==> config.mk <==
export PLATFORM = sky130hd
export DESIGN_NAME = usb_stream_out
export DESIGN_NICKNAME = d
export VERILOG_FILES = /design/src/rtl/usb_fx3_pkg.sv /design/src/rtl/usb_rx_fifo.sv /design/src/rtl/usb_stream_out.sv
export SDC_FILE = /design/constraint.sdc
export NUM_CORES = 1
export LEC_CHECK = 0
export ABC_AREA = 1
export CAP_MARGIN = 30
export CORE_MARGIN = 5
export CORE_UTILIZATION = 25
export CTS_CLUSTER_DIAMETER = 120
export DETAILED_ROUTE_END_ITERATION = 16
export GPL_ROUTABILITY_DRIVEN = 0
export HOLD_SLACK_MARGIN = 0.12
export SLEW_MARGIN = 10
export SYNTH_ARGS = -nofsm -noshare
export SYNTH_HDL_FRONTEND = slang
export SYNTH_SLANG_ARGS = --single-unit
==> constraint.sdc <==
create_clock -name clk -period 3.4 [get_ports clk]
set_clock_uncertainty 0.15 [all_clocks]
set_input_delay 0.68 -clock clk [delete_from_list [all_inputs] [get_ports clk]]
set_output_delay 0.68 -clock clk [all_outputs]
set_load 0.02 [all_outputs]
==> src/rtl/usb_fx3_pkg.sv <==
`default_nettype none
// ============================================================================
// Module      : usb_fx3_pkg
// Description : Shared definitions for the FX3 slave-FIFO interface blocks:
//               master_mode codes, socket addresses, stream-out FSM state
//               encoding and the legal range of the FX3 read latency.
// Revision    : 1.0 - initial release
// ============================================================================
package usb_fx3_pkg;

    // master_mode codes driven by the top-level pin mux
    localparam logic [2:0] c_mode_loopback   = 3'b000;
    localparam logic [2:0] c_mode_stream_out = 3'b001;
    localparam logic [2:0] c_mode_stream_in  = 3'b010;
    localparam logic [2:0] c_mode_partial    = 3'b011;
    localparam logic [2:0] c_mode_zlp        = 3'b100;
    localparam logic [2:0] c_mode_idle       = 3'b101;

    // FX3 socket addresses
    localparam logic [1:0] c_addr_write = 2'b00;
    localparam logic [1:0] c_addr_read  = 2'b11;

    // FX3 read latency is a fixed property of the slave-FIFO configuration
    localparam int c_rd_latency_min = 2;
    localparam int c_rd_latency_max = 3;

    // Stream-out FSM state encoding (visible on state_dbg)
    typedef enum logic [2:0] {
        ST_IDLE  = 3'd0,
        ST_ARM   = 3'd1,
        ST_READ  = 3'd2,
        ST_TAIL  = 3'd3,
        ST_FLUSH = 3'd4
    } so_state_t;

    function automatic bit rd_latency_legal(input int lat);
        return (lat >= c_rd_latency_min) && (lat <= c_rd_latency_max);
    endfunction

endpackage : usb_fx3_pkg
`default_nettype wire

==> src/rtl/usb_rx_fifo.sv <==
`default_nettype none
// ============================================================================
// Module      : usb_rx_fifo
// Description : Synchronous FIFO, DEPTH x WIDTH, with occupancy count.
//               Ports: clk, rst_n (async, active-low), push/wdata,
//               pop/rdata (show-ahead, reads 0 when empty), empty, count.
//               Push and pop in the same cycle leave count unchanged.
// Revision    : 1.0 - initial release
// ============================================================================
module usb_rx_fifo #(
    parameter int DEPTH = 16,
    parameter int WIDTH = 32
) (
    input  logic                     clk,
    input  logic                     rst_n,
    input  logic                     push,
    input  logic [WIDTH-1:0]         wdata,
    input  logic                     pop,
    output logic [WIDTH-1:0]         rdata,
    output logic                     empty,
    output logic [$clog2(DEPTH):0]   count
);

    localparam int AW = $clog2(DEPTH);

    logic [WIDTH-1:0] r_mem [DEPTH];
    logic [AW-1:0]    r_wr_ptr;
    logic [AW-1:0]    r_rd_ptr;
    logic [AW:0]      r_count;
    logic             w_full;
    logic             w_do_pop;

    assign empty    = (r_count == '0);
    assign w_full   = (r_count == (AW+1)'(DEPTH));
    assign w_do_pop = pop && !empty;
    assign count    = r_count;
    // Data is forced to zero when empty so the stream bus is quiet at reset
    assign rdata    = empty ? '0 : r_mem[r_rd_ptr];

    always_ff @(posedge clk) begin
        if (push) begin
            r_mem[r_wr_ptr] <= wdata;
        end
    end

    always_ff @(posedge clk or negedge rst_n) begin
        if (!rst_n) begin
            r_wr_ptr <= '0;
            r_rd_ptr <= '0;
            r_count  <= '0;
        end else begin
            if (push) begin
                r_wr_ptr <= r_wr_ptr + AW'(1);
            end
            if (w_do_pop) begin
                r_rd_ptr <= r_rd_ptr + AW'(1);
            end
            case ({push, w_do_pop})
                2'b10:   r_count <= r_count + (AW+1)'(1);
                2'b01:   r_count <= r_count - (AW+1)'(1);
                default: r_count <= r_count;
            endcase
        end
    end

    // The upstream credit scheme must never push into a full FIFO
    always_ff @(posedge clk) begin
        if (rst_n) begin
            assert (!(push && w_full && !w_do_pop));
        end
    end

endmodule : usb_rx_fifo
`default_nettype wire

==> src/rtl/usb_stream_out.sv <==
`default_nettype none
// ============================================================================
// Module      : usb_stream_out
// Description : FX3 slave-FIFO reader (host -> FPGA). Drives SLCS/SLOE/SLRD
//               on socket RD_ADDR, captures DQ RD_LATENCY cycles after each
//               sampled read, buffers words in a credit-managed FIFO and
//               presents them on a valid/ready stream.
//               Ports: clk, rst_n (async, active-low), master_mode, FLAGC,
//               FLAGD, DQ in; SLCS, SLOE, SLRD, SLWR, PKTEND, A out;
//               m_data/m_valid/m_ready stream; state_dbg.
//               Optional macro USB_STREAM_OUT_COUNT_EN adds word_count, a
//               wrapping count of stream handshakes since reset.
// Revision    : 1.0 - initial release
// ============================================================================
module usb_stream_out
    import usb_fx3_pkg::*;
#(
    parameter int         RD_WATERMARK = 4,
    parameter int         RD_LATENCY   = 2,
    parameter int         FIFO_DEPTH   = 16,
    parameter logic [1:0] RD_ADDR      = c_addr_read
) (
    input  logic        clk,
    input  logic        rst_n,
    input  logic [2:0]  master_mode,
    input  logic        FLAGC,
    input  logic        FLAGD,
    input  logic [31:0] DQ,
    output logic        SLCS,
    output logic        SLOE,
    output logic        SLRD,
    output logic        SLWR,
    output logic        PKTEND,
    output logic [1:0]  A,
    output logic [31:0] m_data,
    output logic        m_valid,
    input  logic        m_ready,
    output logic [2:0]  state_dbg
`ifdef USB_STREAM_OUT_COUNT_EN
    ,
    output logic [31:0] word_count
`endif
);

    localparam int CNT_W     = $clog2(FIFO_DEPTH) + 3;
    localparam int TAIL_INIT = (RD_WATERMARK > RD_LATENCY) ? RD_WATERMARK - RD_LATENCY : 0;
    localparam int TAIL_W    = $clog2(RD_WATERMARK + 1) + 1;

    if (!rd_latency_legal(RD_LATENCY)) begin : g_bad_latency
        $error("usb_stream_out: RD_LATENCY must be 2 or 3");
    end

    so_state_t                 r_state, w_state_next;
    logic                      r_slcs, r_sloe, r_slrd;
    logic                      w_slcs_next, w_sloe_next, w_slrd_next;
    logic [TAIL_W-1:0]         r_tail_cnt, w_tail_next;
    logic [1:0]                r_flush_cnt, w_flush_next;
    logic [RD_LATENCY-1:0]     r_pipe;
    logic [CNT_W-1:0]          w_inflight;
    logic                      w_credit;
    logic                      w_mode_ok;
    logic                      w_abort;
    logic                      w_push;
    logic                      w_pop;
    logic                      w_empty;
    logic [$clog2(FIFO_DEPTH):0] w_count;

    assign w_mode_ok = (master_mode == c_mode_stream_out);
    // Leaving stream_out while busy drops everything in flight
    assign w_abort   = (r_state != ST_IDLE) && !w_mode_ok;
    assign w_push    = r_pipe[RD_LATENCY-1] && !w_abort;
    assign w_pop     = !w_empty && m_ready;

    // Outstanding reads: tokens in the pipe plus a strobe currently on the
    // pins that the FX3 has not sampled yet.
    always_comb begin
        w_inflight = CNT_W'(!r_slrd);
        for (int i = 0; i < RD_LATENCY; i++) begin
            w_inflight = w_inflight + CNT_W'(r_pipe[i]);
        end
    end

    // A word popped this cycle frees its slot at the same edge
    assign w_credit = (CNT_W'(w_count) + w_inflight + CNT_W'(1))
                   <= (CNT_W'(FIFO_DEPTH) + CNT_W'(w_pop));

    // Next-state and next-output logic (control pins are registered)
    always_comb begin
        w_state_next = r_state;
        w_slcs_next  = r_slcs;
        w_sloe_next  = r_sloe;
        w_slrd_next  = 1'b1;
        w_tail_next  = r_tail_cnt;
        w_flush_next = r_flush_cnt;
        case (r_state)
            ST_IDLE: begin
                w_slcs_next = 1'b1;
                w_sloe_next = 1'b1;
                if (w_mode_ok && FLAGC) begin
                    w_state_next = ST_ARM;
                    w_slcs_next  = 1'b0;
                    w_sloe_next  = 1'b0;
                end
            end
            ST_ARM: begin
                w_state_next = ST_READ;
            end
            ST_READ: begin
                if (!FLAGC) begin
                    w_state_next = ST_FLUSH;
                    w_flush_next = 2'(RD_LATENCY - 1);
                end else if (!FLAGD) begin
                    if (TAIL_INIT == 0) begin
                        w_state_next = ST_FLUSH;
                        w_flush_next = 2'(RD_LATENCY - 1);
                    end else begin
                        w_state_next = ST_TAIL;
                        w_tail_next  = TAIL_W'(TAIL_INIT);
                    end
                end else begin
                    w_slrd_next = !w_credit;
                end
            end
            ST_TAIL: begin
                if (r_tail_cnt == '0) begin
                    w_state_next = ST_FLUSH;
                    w_flush_next = 2'(RD_LATENCY - 1);
                end else if (w_credit) begin
                    w_slrd_next = 1'b0;
                    w_tail_next = r_tail_cnt - TAIL_W'(1);
                end
            end
            ST_FLUSH: begin
                if (r_flush_cnt == 2'd0) begin
                    w_state_next = ST_IDLE;
                    w_slcs_next  = 1'b1;
                    w_sloe_next  = 1'b1;
                end else begin
                    w_flush_next = r_flush_cnt - 2'd1;
                end
            end
            default: begin
                w_state_next = ST_IDLE;
                w_slcs_next  = 1'b1;
                w_sloe_next  = 1'b1;
            end
        endcase
        if (w_abort) begin
            w_state_next = ST_IDLE;
            w_slcs_next  = 1'b1;
            w_sloe_next  = 1'b1;
            w_slrd_next  = 1'b1;
        end
    end

    always_ff @(posedge clk or negedge rst_n) begin
        if (!rst_n) begin
            r_state     <= ST_IDLE;
            r_slcs      <= 1'b1;
            r_sloe      <= 1'b1;
            r_slrd      <= 1'b1;
            r_tail_cnt  <= '0;
            r_flush_cnt <= '0;
            r_pipe      <= '0;
        end else begin
            r_state     <= w_state_next;
            r_slcs      <= w_slcs_next;
            r_sloe      <= w_sloe_next;
            r_slrd      <= w_slrd_next;
            r_tail_cnt  <= w_tail_next;
            r_flush_cnt <= w_flush_next;
            // pipe[0] holds the read the FX3 samples at this edge
            if (w_abort) begin
                r_pipe <= '0;
            end else begin
                r_pipe <= {r_pipe[RD_LATENCY-2:0], !r_slrd};
            end
        end
    end

    usb_rx_fifo #(
        .DEPTH (FIFO_DEPTH),
        .WIDTH (32)
    ) u_fifo (
        .clk   (clk),
        .rst_n (rst_n),
        .push  (w_push),
        .wdata (DQ),
        .pop   (w_pop),
        .rdata (m_data),
        .empty (w_empty),
        .count (w_count)
    );

    assign SLCS      = r_slcs;
    assign SLOE      = r_sloe;
    assign SLRD      = r_slrd;
    assign SLWR      = 1'b1;
    assign PKTEND    = 1'b1;
    assign A         = RD_ADDR;
    assign m_valid   = !w_empty;
    assign state_dbg = r_state;

`ifdef USB_STREAM_OUT_COUNT_EN
    logic [31:0] r_word_count;
    always_ff @(posedge clk or negedge rst_n) begin
        if (!rst_n) begin
            r_word_count <= '0;
        end else if (w_pop) begin
            r_word_count <= r_word_count + 32'd1;
        end
    end
    assign word_count = r_word_count;
`endif

endmodule : usb_stream_out
`default_nettype wire

==> metrics.cfg, run 1 <==
[outcome]
outcome = finished, final reports clean

[placed_design]
hpwl_um = 32100
placed_area_mm2 = 0.0253
portBuffers = 78

[floorplanning]
dieArea_mm2 = 0.0954
die-height_um = 309
start_util_pct = 25.2
num_io_pins = 83
core_area_mm2 = 0.0885
rows = 109
die_w_um = 309

[global_route]
antenna_found_initial = 7
overflow = 0
met3_usage_pct = 2.64
grt_use_met1_pct = 16.4
grt_pass1_wl_um = 88900
globalRoute.busiestLayer = met2
grt_max_degree = 67
track_usage_pct = 12.1
grt_pass1_vias = 14100
grt_use_met2_pct = 19.9

[detailed_routing]
drt_iter0_drc = 1291
dr.pass1.iters = 5
wl_per_cell_um = 18.4
vias = 14800
routed_wl_um = 60000
drc_errors = 0
viasPerCell = 4.52
ant_nets = 0

[clock_tree]
clockBufferDepth = 3
path_clk_slew_ns = 0.06
clkSinkCount = 538
htreeDepth = 2
cts-buffers-inserted = 56
cts-root-buf = clkbuf_16
cts_tree = yes
clkLatencyLatePin_ns = 0.63

[power]
ir_drop_mv = 0.496
p_leak_nw = 10.1
power_density_mw_per_mm2 = 829
total_power_mw = 23.1

[sta]
slew-limit-headroom_pct = 56.7
finalHoldViolations = 0
fmaxAchievable_ghz = 0.299
finalCriticalPeriod_ns = 3.35
worstMarginPinSlew_ns = 0.647
rsz0062_at_grt = yes
setup_violations = 0
drv_slew = 0
layout_worst_path_cycle_share_pct = 98.4

[yosys]
avgSynthCellArea_um2 = 11.6
synth-main-ff-cell = edfxtp_1
synthCells = 1923
ys_seq_area_share_pct = 71.8
yosys.cell_types.count = 32
async_reset_ff_share_pct = 4.83
synth_seq_cells = 538
synth_edf_count = 512
yosysWarnings = 0
syn-cell-area_mm2 = 0.0223

[critical_path]
cp.arrival_ns = 2.52
required_ns = 2.57
r2r_cells = 14
path_class = reg -> out
end_kind = output pin
max_stage_delay_ns = 0.48
critPathLaunchType = register
crit_slowest_cell = dfrtp_4
reg2reg_to = u_fifo.count[4]$_DFFE_PN0P_
critPathMaxFanout = 28
r2r_slack_ns = 0.81
path_common_cell = nand2_1
worstPathCellList = buf_12, buf_12, buf_16, nand2_1, nand3_1, nand3_1, nand2_1, nand2_1, a21oi_2, buf_6, buf_6
r2r_start = u_fifo.count[0]$_DFFE_PN0P_

[cells_and_area]
nNetsFinal = 2112
final_cell_area_mm2 = 0.0278
drive_above_1_share_pct = 13.1
fill_cells = 8731
syn2layout_area_growth_pct = 24.5

[hold_path]
hold_path_startpoint = r_tail_cnt[0]$_DFFE_PN0P_
hp-class = reg -> reg
hold_depth = 2
holdPathEnd = r_tail_cnt[0]$_DFFE_PN0P_

[flow_run]
drv_cap = 0

[worst max path at each step]
stage / startpoint / to / slack [ns] / depth (start not counted)
2_1_floorplan: master_mode[0] / u_fifo.r_mem[11][0]$_DFFE_PP_ / 0.08 / 8
3_3_place_gp: u_fifo.r_rd_ptr[0]$_DFFE_PN0P_ / m_data[30] / 0.11 / 10
3_5_place_dp: u_fifo.r_rd_ptr[0]$_DFFE_PN0P_ / m_data[30] / 0.07 / 10
4_1_cts: u_fifo.r_rd_ptr[0]$_DFFE_PN0P_ / m_data[30] / -0.12 / 11
5_1_grt: u_fifo.r_rd_ptr[0]$_DFFE_PN0P_ / m_data[16] / -0.06 / 10
6_report: u_fifo.r_rd_ptr[0]$_DFFE_PN0P_ / m_data[27] / 0.05 / 11
[critical path: cells and delay by family, from the launching register on]
| family | cells | cell delay, ns |
|---|---|---|
| flops | 1 | 0.48 |
| buf+inv | 5 | 0.77 |
| simple gates | 5 | 0.41 |
| compound gates | 1 | 0.20 |
[layout make-up]
cell class	count	area (µm²)	share of cell area, %
diodes	5	12.5	0.0450
clock buffers	71	1500	5.39
clock inverters	29	342	1.23
inverters	44	199	0.716
multi-input cells	1229	5700	20.5
flip-flops and latches	538	16000	57.7
well taps	1165	1460	5.24
repair buffers	184	2530	9.11
repair inverters	2	20.0	0.0720
[flip-flops by register name, summed over array words and instances, names as in the netlist]
signal and flops:
u_fifo.r_mem 512, r_tail_cnt 4, u_fifo.r_rd_ptr 4, r_pipe 2, u_fifo.r_wr_ptr 4, u_fifo.count 5
r_flush_cnt 2, SLRD 1, state_dbg 3, SLOE 1
[routing by layer]
layer	vias up	part of all wire [%]
met5	-	0.035
met4	4	2.3
met3	87	6.7
met2	465	47
met1	7242	43
li1	6974	-
[metrics by stage]
step,hold WS [ns],std cells,utilization (%),setup TNS (ns),setup WS [ns]
5_1_grt,0.363,3264,31.4,-0.200,-0.0642
6_report,0.328,3267,31.4,0,0.0548
3_3_place_gp,0.309,3132,28.6,0,0.111
3_5_place_dp,0.314,3132,28.6,0,0.0675
4_1_cts,0.329,3245,31.0,-0.174,-0.120
2_1_floorplan,0.234,1926,-,0,0.0768
[where the power goes]
| part | total, mW | internal, mW | switching [mW] |
|---|---|---|---|
| clock | 6.09 | 3.51 | 2.58 |
| sequential | 7.51 | 7.36 | 0.146 |
| combinational | 9.45 | 3.63 | 5.82 |
| total | 23.1 | 14.5 | 8.55 |
[cells by family after synthesis]
logic type | Yosys count | synth area share, %
AOI/OAI and AO/OA | 56 | 1.30
xor gates and xnor gates | 11 | 0.432
adders and majority gates | 17 | 1.05
buffers and inverters | 159 | 3.89
DFF | 538 | 71.8
other | 1 | 0.0168
and+or+nand+nor | 1141 | 21.5
[cell usage after synthesis (2+ instances only)]
master / n / area (µm²)
dfrtp_1: 24 / 601
o21ai_0: 9 / 45.0
inv_2: 3 / 11.3
xnor2_1: 2 / 17.5
nor2_2: 2 / 12.5
o21ai_1: 6 / 30.0
fa_1: 3 / 60.1
nand3_1: 397 / 1990
buf_1: 14 / 52.6
nor2_1: 34 / 128
xor2_1: 9 / 78.8
ha_1: 14 / 175
a21oi_1: 37 / 185
buf_6: 12 / 135
buf_2: 36 / 180
edfxtp_1: 512 / 15400
buf_4: 32 / 240
nand2_2: 2 / 12.5
clkbuf_1: 20 / 75.1
dfstp_2: 2 / 52.6
nand4_1: 5 / 31.3
nand2_1: 699 / 2620
inv_1: 40 / 150
[placed cells by master (no fill, tap or decap), types with 5 or more instances in the layout]
| master | count |
|---|---|
| a21oi_1 | 17 |
| a21oi_2 | 12 |
| a21oi_4 | 8 |
| buf_12 | 51 |
| buf_16 | 11 |
| buf_2 | 13 |
| buf_4 | 45 |
| buf_6 | 7 |
| bufinv_16 | 5 |
| clkbuf_1 | 11 |
| clkbuf_16 | 63 |
| clkdlybuf4s50_1 | 46 |
| clkinv_1 | 9 |
| clkinv_2 | 7 |
| dfrtp_1 | 20 |
| diode_2 | 5 |
| edfxtp_1 | 512 |
| ha_1 | 14 |
| inv_1 | 37 |
| inv_2 | 5 |
| nand2_1 | 698 |
| nand3_1 | 397 |
| nand4_1 | 5 |
| nor2_1 | 18 |
| nor2_4 | 16 |
| o21ai_0 | 9 |
| o21ai_1 | 6 |
| xor2_1 | 9 |
[what timing repair did]
action / in CTS / in global routing
pin swaps: 1 / 10
gates cloned: 7 / 7
endpoints found under the setup margin: 31 / 31
setup buffers: 6 / 8
endpoints found under the hold margin: 0 / 1
resized for setup: 147 / 47
hold buffers: 0 / 1
No activity file was read; power rests on OpenSTA's default activity.
==> run 2, diff against run 1 <==
--- a/config.mk
+++ b/config.mk
@@ -5,13 +5,13 @@
 export SDC_FILE = /design/constraint.sdc
 export NUM_CORES = 1
 export LEC_CHECK = 0
-export ABC_AREA = 1
 export CAP_MARGIN = 30
 export CORE_MARGIN = 5
 export CORE_UTILIZATION = 25
 export CTS_CLUSTER_DIAMETER = 120
 export DETAILED_ROUTE_END_ITERATION = 16
 export GPL_ROUTABILITY_DRIVEN = 0
+export GPL_TIMING_DRIVEN = 1
 export HOLD_SLACK_MARGIN = 0.12
 export SLEW_MARGIN = 10
 export SYNTH_ARGS = -nofsm -noshare
==> run 2 against run 1 <==
Hold slack gained 0.0038 ns; design area shrank 5.8%; first-iteration DRC count shrank 34%; setup slack lost 0.050 ns; flip-flop and latch count is the same; largest cell class unchanged; highest routed layer is now met4.
==> metrics.cfg, run 2 <==
[flow_run]
drv_cap = 0

[detailed_routing]
drt_iter0_drc = 852
dr.pass1.iters = 4
viasPerCell = 4.36
wl_per_cell_um = 20.6
routed_wl_um = 48300
ant_nets = 0
vias = 10200
drc_errors = 0

[yosys]
yosys.area.top_type = edfxtp_1
synthTopCellsByCount = 512 x edfxtp_1, 128 x mux4_2, 64 x mux2i_1
async_reset_ff_share_pct = 4.83
synth_edf_count = 512
yosysWarnings = 0
synthTopCellsByArea = edfxtp_1 73%, mux4_2 14%, mux2i_1 3.0%
ys_seq_area_share_pct = 76.0
yosys.cell_types.count = 46
synth_top_area_share_pct = 72.9
synthCells = 974
synth_most_common_cell = edfxtp_1
synth-main-ff-cell = edfxtp_1
synth_seq_cells = 538
syn-cell-area_mm2 = 0.0211
avgSynthCellArea_um2 = 21.7

[sta]
fmaxAchievable_ghz = 0.295
fin_ws_ns = 0.00472
finalHoldViolations = 0
finalCriticalPeriod_ns = 3.40
worstMarginPinSlew_ns = 0.653
slew-limit-headroom_pct = 56.4
drv_slew = 0
layout_worst_path_cycle_share_pct = 99.9
setup_violations = 0
rsz0062_at_grt = yes

[outcome]
outcome = finished, final reports clean

[clock_tree]
clkSinkCount = 538
cts_tree = yes
cts-buffers-inserted = 56
cts_hold_buf = 0
clkLatencyLatePin_ns = 0.58
path_clk_slew_ns = 0.06
htreeDepth = 2
clockBufferDepth = 3
cts-root-buf = clkbuf_16

[cells_and_area]
nNetsFinal = 1219
final_cell_area_mm2 = 0.0262
final_cell_mix = 512 x edfxtp_1, 128 x mux4_2, 65 x buf_4
regArea_mm2 = 0.0160
syn2layout_area_growth_pct = 24.2
drive_above_1_share_pct = 31.4
fill_cells = 8016
regMostFlops = u_fifo.r_mem
layout_commonest_cell = edfxtp_1
multi_input_area_mm2 = 0.00489
largest_register_ffs = 512

[floorplanning]
rows = 106
num_io_pins = 83
start_util_pct = 25.2
die-height_um = 301
dieArea_mm2 = 0.0903
die_w_um = 301
core_area_mm2 = 0.0837

[global_route]
track_usage_pct = 10.5
antenna_found_initial = 2
grt_pass1_vias = 11000
grt_use_met1_pct = 14.1
grt_max_degree = 53
met3_usage_pct = 1.65
overflow = 0
globalRoute.busiestLayer = met2
grt_pass1_wl_um = 72200
grt_use_met2_pct = 18.0

[power]
power_density_mw_per_mm2 = 763
ir_drop_mv = 0.416
p_leak_nw = 8.47

[critical_path]
r2r_cells = 9
path_class = reg -> out
end_kind = output pin
required_ns = 2.57
cp.arrival_ns = 2.57
critPathMaxFanout = 7
critPathLaunchType = register

[placed_design]
place_ws_ns = -0.122
portBuffers = 78
hpwl_um = 27600
placed_area_mm2 = 0.0240

[hold_path]
hp-class = in -> async

[run 2: cell types whose count changed after synthesis, moves of 9 or more]
cell / before / now
a21oi_1: 37 / 5
buf_1: 14 / 2
buf_2: 36 / 21
buf_4: 32 / 5
inv_1: 40 / 20
mux2i_1: 0 / 64
mux4_2: 0 / 128
nand2_1: 699 / 21
nand3_1: 397 / 2
nor2_1: 34 / 25
o22ai_1: 0 / 34
[run 2: power by group]
group / switching [mW] / internal [mW] / leakage [nW]
combinational: 3.30 / 3.38 / 2.71
clock: 2.48 / 3.31 / 0.855
sequential: 0.166 / 7.33 / 4.91
[run 2: timing repair]
item                                    4_1_cts  5_1_grt
gates resized for setup                     154       17
buffers inserted                             21       20
endpoints found under the setup margin       32       18
endpoints found under the hold margin         0        0
cloned                                        1        2
pin swaps                                     3        5
[run 2: critical path, stage by stage (launching register included)]
cell	delay, ns
dfrtp_4	0.54
buf_12	0.17
buf_16	0.14
buf_12	0.14
buf_6	0.11
mux4_2	0.40
mux2i_1	0.20
o22ai_2	0.11
buf_6	0.15
[run 2: metal layers]
layer	share of wire, %	wire [µm]
met1	43	21000
met2	51	24400
met3	4.1	1960
met4	1.9	936
met5	0	0
[run 2: stage by stage]
stage	cells	setup TNS [ns]	hold slack [ns]	power [mW]	util (%)
2_1_floorplan	977	0	0.234	11.6	-
3_3_place_gp	2194	-0.0870	0.328	13.8	28.6
3_5_place_dp	2194	-0.122	0.348	13.9	28.6
4_1_cts	2317	-0.454	0.300	20.0	31.0
5_1_grt	2340	-0.621	0.330	21.0	31.3
6_report	2340	0	0.331	20.0	31.3
[run 2: kinds of logic (layout without fill, tap and decap cells)]
kind of cell	Yosys count	after routing	share of synthesized area, %
DFF	538	538	76.0
muxes	196	196	16.9
and+or+nand+nor	81	81	1.89
buffers and inverters	73	301	1.90
AOI/OAI and AO/OA	58	58	1.78
adders and majority gates	17	17	1.11
xor gates and xnor gates	10	10	0.415
other	1	5	0.0178
[run 2: worst paths after layout]
| check | startpoint | endpoint | slack (ns) |
|---|---|---|---|
| min in group clk | r_flush_cnt[1]$_DFFE_PN0P_ | r_flush_cnt[1]$_DFFE_PN0P_ | 0.36 |
| min | rst_n | r_tail_cnt[0]$_DFFE_PN0P_ | 0.33 |
| max in group asynchronous | rst_n | SLRD$_DFF_PN1_ | 2.46 |
| min reg2reg | r_flush_cnt[1]$_DFFE_PN0P_ | r_flush_cnt[1]$_DFFE_PN0P_ | 0.36 |
| max | u_fifo.r_rd_ptr[0]$_DFFE_PN0P_ | m_data[15] | 0.005 |
| max reg2reg | u_fifo.count[1]$_DFFE_PN0P_ | SLRD$_DFF_PN1_ | 0.28 |
[run 2: cell type report]
type	instances	area share, %
flip-flops and latches	538	61.2
multi-input cells	366	18.7
repair buffers	180	7.77
clock buffers	66	5.61
well taps	1134	5.42
clock inverters	35	0.989
inverters	20	0.287
diodes	1	0.00955
==> run 3, diff against run 2 <==
==> constraint.sdc (replaced) <==
create_clock -name clk -period 3.4 [get_ports clk]
set_clock_uncertainty 0.15 [all_clocks]
set_input_delay 0.85 -clock clk [delete_from_list [all_inputs] [get_ports clk]]
set_output_delay 0.85 -clock clk [all_outputs]
set_load 0.02 [all_outputs]
==> run 3 against run 2 <==
The flow now finishes with violations (negative setup slack); maximum frequency is 5.3% lower; wire length rose by 0.63%; clock-buffer cell count up 2; register-to-register slack gained 0.13 ns; sequential share of layout area down 1.4 points; global-route usage barely moved; sequential power down 0.5%; hold slack improved by 0.014 ns; largest power group unchanged.
==> metrics.cfg, run 3 (same netlist as run 2, synthesis figures left out) <==
[clock_tree]
cts-buffers-inserted = 55
clockBufferDepth = 3
cts-root-buf = clkbuf_16
htreeDepth = 2
path_clk_slew_ns = 0.06
clkLatencyLatePin_ns = 0.63
clkSinkCount = 538
cts_tree = yes

[power]
p_leak_nw = 8.66
total_power_mw = 20.8
seq_power_share_pct = 35.9
p_switching_mw = 6.18
comb_power_share_pct = 35.8
netSwitchingFraction_pct = 29.8
ir_drop_mv = 0.418
clkPwrFrac_pct = 28.3
power_density_mw_per_mm2 = 776
p_int_mw = 14.6

[sta]
fin_ws_ns = -0.184
finalCriticalPeriod_ns = 3.58
worstMarginPinSlew_ns = 0.692
fmaxAchievable_ghz = 0.279
hold_ws_ns = 0.346
tns_ns = -3.22
slew-limit-headroom_pct = 53.7
layout_worst_path_cycle_share_pct = 105
rsz0062_at_grt = yes
finalHoldViolations = 0
setup_violations = 32
drv_slew = 0

[cells_and_area]
fill_cells = 7924
drive_above_1_share_pct = 33.7
multi_input_area_mm2 = 0.00499
layout_commonest_cell = edfxtp_1
regArea_mm2 = 0.0160
syn2layout_area_growth_pct = 27.0
nNetsFinal = 1233
regMostFlops = u_fifo.r_mem
final_cell_mix = 512 x edfxtp_1, 128 x mux4_2, 58 x clkbuf_16
final_cell_area_mm2 = 0.0268
largest_register_ffs = 512

[detailed_routing]
routed_wl_um = 48600
ant_nets = 0
viasPerCell = 4.35
dr.pass1.iters = 5
drt_iter0_drc = 721
wl_per_cell_um = 20.7
drc_errors = 0
vias = 10200

[critical_path]
r2r_start = SLRD$_DFF_PN1_
path_class = reg -> out
max_stage_delay_ns = 0.52
critPathMaxFanout = 5
reg2reg_to = r_tail_cnt[2]$_DFFE_PN0P_
end_kind = output pin
r2r_cells = 11
crit_slowest_cell = mux4_2
required_ns = 2.40
worstPathCellList = buf_4, buf_12, clkbuf_16, mux4_2, mux2i_2, o22ai_2, buf_2
r2r_slack_ns = 0.41
cp.arrival_ns = 2.58
critPathLaunchType = register

[placed_design]
hpwl_um = 28000
placed_area_mm2 = 0.0244
portBuffers = 78
place_ws_ns = -0.225

[global_route]
grt_pass1_wl_um = 71200
grt_max_degree = 33
track_usage_pct = 10.5
antenna_found_initial = 5
overflow = 0
grt_pass1_vias = 10700

[floorplanning]
num_io_pins = 83
rows = 106
die-height_um = 301
core_area_mm2 = 0.0837
dieArea_mm2 = 0.0903
die_w_um = 301
start_util_pct = 25.2

[hold_path]
hp-class = reg -> reg
hold_depth = 2
hold_path_startpoint = r_pipe[0]$_DFF_PN0_
holdPathEnd = r_pipe[1]$_DFF_PN0_

[flow_run]
drv_cap = 0

[outcome]
violations = negative setup slack
outcome = finished, violations left

[run 3: worst max-delay path by stage]
stage / slack (ns) / end / start
3_3_place_gp: -0.27 / u_fifo.count[4]$_DFFE_PN0P_ / master_mode[0]
4_1_cts: -0.25 / m_data[30] / u_fifo.r_rd_ptr[0]$_DFFE_PN0P_
5_1_grt: -0.28 / m_data[2] / u_fifo.r_rd_ptr[0]$_DFFE_PN0P_
2_1_floorplan: -0.18 / u_fifo.r_mem[7][0]$_DFFE_PP_ / master_mode[1]
6_report: -0.18 / m_data[2] / u_fifo.r_rd_ptr[0]$_DFFE_PN0P_
3_5_place_dp: -0.23 / u_fifo.count[4]$_DFFE_PN0P_ / master_mode[0]
[run 3: metal layers]
metal	track usage (%)	part of all wire [%]	routed length (µm)
met5	0	0.084	41
met4	2.91	2.2	1080
met3	2.10	5.1	2460
met1	13.8	42	20600
met2	18.0	50	24400
[run 3: worst max-delay path, delay by kind of cell, from the launching register on]
family          cells  cell delay (ns)
compound gates      1             0.13
mux                 2             0.72
flops               1             0.46
buf+inv             4             0.64
[run 3: timing repair]
action | CTS | global route
pin swaps | 12 | 10
hold buffers | 0 | 0
buffers inserted | 17 | 8
cloned | 6 | 3
gates resized for setup | 193 | 29
endpoints found under the hold margin | 0 | 0
endpoints found under the setup margin | 32 | 32
[run 3: cell type report]
cell class                      instances  area share (%)
Clock buffer                           68            5.32
Tap cell                             1134            5.30
Sequential cell                       538            59.9
Antenna cell                            1         0.00934
Inverter                               20           0.280
Timing Repair Buffer                  195            9.33
Clock inverter                         31            1.28
Multi-Input combinational cell        366            18.6
[run 3: power by group through the flow]
stage	Clock (mW)	Combinational (mW)	Sequential, mW
CTS	6.04	7.34	7.46
detailed placement	0	6.64	7.61
floorplan	0	4.05	7.52
global placement	0	6.58	7.60
finish	5.88	7.44	7.46
global route	6.32	7.94	7.47
[run 3: through the flow]
| step | utilization, % | std cells |
|---|---|---|
| floorplan | - | 977 |
| global placement | 29.2 | 2225 |
| detailed placement | 29.2 | 2225 |
| CTS | 31.8 | 2345 |
| global route | 32.0 | 2353 |
| finish | 32.0 | 2353 |
==> variant: new RTL, flow settings as in run 2 <==
Set the parameter `RD_WATERMARK` to 2 (it was 4).
--- a/src/rtl/usb_stream_out.sv
+++ b/src/rtl/usb_stream_out.sv
@@ -16,5 +16,5 @@
     import usb_fx3_pkg::*;
 #(
-    parameter int         RD_WATERMARK = 4,
+    parameter int         RD_WATERMARK = 2,
     parameter int         RD_LATENCY   = 2,
     parameter int         FIFO_DEPTH   = 16,
Function: changed (Yosys sat finds a counterexample within 4 cycles, from zero or initial values and one cycle with rst_n low).
==> variant against run 2 <==
  * Global-route usage is 0.095 points higher
  * Design area is 0.27% lower
  * Area after synthesis is 0.72% lower
  * Routed wire length is 0.32% higher
  * Largest power group unchanged
  * Sequential cell count is 1 lower
  * Power is 0.17% higher
  * First-iteration DRC count is 12% lower
  * Setup slack better by 0.020 ns
  * Via count is 2.2% lower
  * Utilization hardly changed
  * Maximum frequency is 0.59% higher
==> variant: results (changes against run 2) <==
[finish]
nets=1193  ; -2.1%
layout-drive-gt1-share_pct=32.2  ; +0.81 points
nFillCells=7829  ; -2.3%
largest-register=u_fifo.r_mem
largest_reg_flops=512  ; unchanged

[worst_setup_path]
r2r-end=u_fifo.count[4]
critPathArrivalTime_ns=2.55  ; -0.02 ns
rr_worst_depth=11  ; +2
crit_fanout=10  ; +3
reg2reg_slack_ns=0.28  ; about the same
cp-startpoint=u_fifo.r_rd_ptr[0]
reg2reg_from=u_fifo.count[1]

[global_route]
grtUsageTotal_pct=10.6  ; +0.095 points
grt_pass1_wl_um=71300  ; -1.3%
antenna_found_initial=4  ; +2
grt_pass1_vias=10700  ; -3.3%
grt_start_max_net_pins=36  ; -32%

[clock_tree]
clockBufferDepth=3  ; unchanged
clk_pin_slew_ns=0.07
htree_levels=2  ; unchanged
holdBufCountCts=0  ; unchanged
worstSkewPairLatency_ns=0.60  ; +0.02 ns
clockRootBuffer=clkbuf_16
cts_tree=yes
numCtsBuffers=54  ; -3.6%

[sta]
relSlewSlack_pct=62.5  ; +6.1 points
post-route-period-util_pct=99.3  ; -0.59 points

[status]
status=finished, final reports clean

[route]
dr.first_iter.drc_count=747  ; -12%
drt-wirelength-per-cell_um=21.4  ; +3.7%
drt_pass1_iterations=5  ; +1
vias=9973  ; -2.2%
vias_per_cell=4.41  ; +1.1%

[placement]
place_ws_ns=-0.234  ; -0.112 ns
dp_hpwl_um=28700  ; +3.8%
dp_cells=2141  ; -2.4%
place_area_um2=24000  ; +0.29%
io_buffers=78  ; unchanged

[pwr]
vdd.ir_drop.worst_mv=0.637  ; +53%
p_leak_uw=0.00846  ; -0.16%

[yosys]
postSynthAreaPerCell_um2=21.9  ; +1.3%
async_flop_share_pct=4.66  ; -0.18 points
synth_area_leaders=edfxtp_1 (73%), mux4_2 (14%), mux2i_1 (3.2%)
ys_seq_area_share_pct=76.4  ; +0.43 points
yosys_warnings=0  ; unchanged
synth_edf_count=512  ; unchanged
synthDistinctLibCells=41  ; -11%
synthTopCellsByCount=edfxtp_1 (512), mux4_2 (128), mux2i_1 (66), o22ai_1 (33), nor2_1 (24)

[hold_path]
hp-class=in2async

[flow_run]
maxCapViolations=0  ; unchanged

==> variant: changes by cell type in the layout (fill, tap and decap cells not counted), sizes merged, moves of 3 or more <==
| cell | delta |
|---|---|
| clkinvlp | +4 |
| bufinv | +3 |
| nand2 | -3 |
| a21oi | +3 |
| mux2 | -3 |
| buf | -8 |
| clkbuf | -5 |
| nor3 | -3 |
==> variant: kinds of logic after synthesis <==
| group | count (synthesis) | share of synthesized area [%] |
|---|---|---|
| other | 1 | 0.0179 |
| DFF | 537 | 76.4 |
| AOI/OAI and AO/OA | 54 | 1.56 |
| adders and majority gates | 18 | 1.18 |
| and+or+nand+nor | 69 | 1.57 |
| xor gates and xnor gates | 11 | 0.460 |
| muxes | 195 | 17.0 |
| buffers and inverters | 70 | 1.85 |
==> variant: critical path: stages (launching register included) <==
cell and delay (ns):
dfrtp_4 0.46, buf_12 0.17, buf_4 0.16, buf_16 0.15, mux4_2 0.49, mux2i_1 0.16
o22ai_1 0.14, buf_2 0.19
==> variant: final cells by class <==
type | instances | share of cell area, %
sequential | 537 | 61.3
clock buffer | 62 | 5.29
inverter | 18 | 0.259
clock inverter | 40 | 1.45
antenna | 2 | 0.0192
timing repair buffer | 173 | 8.07
tap | 1080 | 5.17
multi-input combinational | 351 | 18.4
==> variant: report_power, final <==
group / total (uW) / internal, uW / switching (uW) / leakage [uW]
registers: 7440 / 7320 / 116 / 0.00490
logic: 6700 / 3370 / 3330 / 0.00271
clock network: 5870 / 3390 / 2480 / 0.000855
==> variant: per-stage QoR <==
| stage | TNS [ns] | util (%) | hold slack [ns] |
|---|---|---|---|
| after global routing | -0.263 | 31.3 | 0.334 |
| after detailed placement | -0.257 | 28.8 | 0.323 |
| after global placement | -0.241 | 28.8 | 0.312 |
| after floorplan | -15.23 | - | 0.234 |
| final | 0 | 31.3 | 0.314 |
| after CTS | -0.250 | 31.2 | 0.288 |
==> variant: worst max path at each step <==
stage                               endpoint  cells after the start
after global routing              m_data[17]                      7
after global placement       u_fifo.count[4]                     13
final                             m_data[17]                      7
after CTS                          m_data[0]                      6
after floorplan           u_fifo.r_mem[7][0]                      6
after detailed placement     u_fifo.count[4]                     13
==> variant: layer usage <==
metal | vias to the layer above | GRT usage [%] | wire (um)
met5 | - | 0 | 12
met4 | 2 | 2.78 | 1040
met3 | 68 | 1.96 | 2280
met2 | 228 | 18.9 | 25200
met1 | 5343 | 13.4 | 19900
li1 | 4332 | - | -
==> variant: timing repair <==
action	in CTS	in global routing
pin swaps	3	4
cloned	3	1
endpoints found under the setup margin	32	22
buffers inserted	7	7
gates resized for setup	149	27
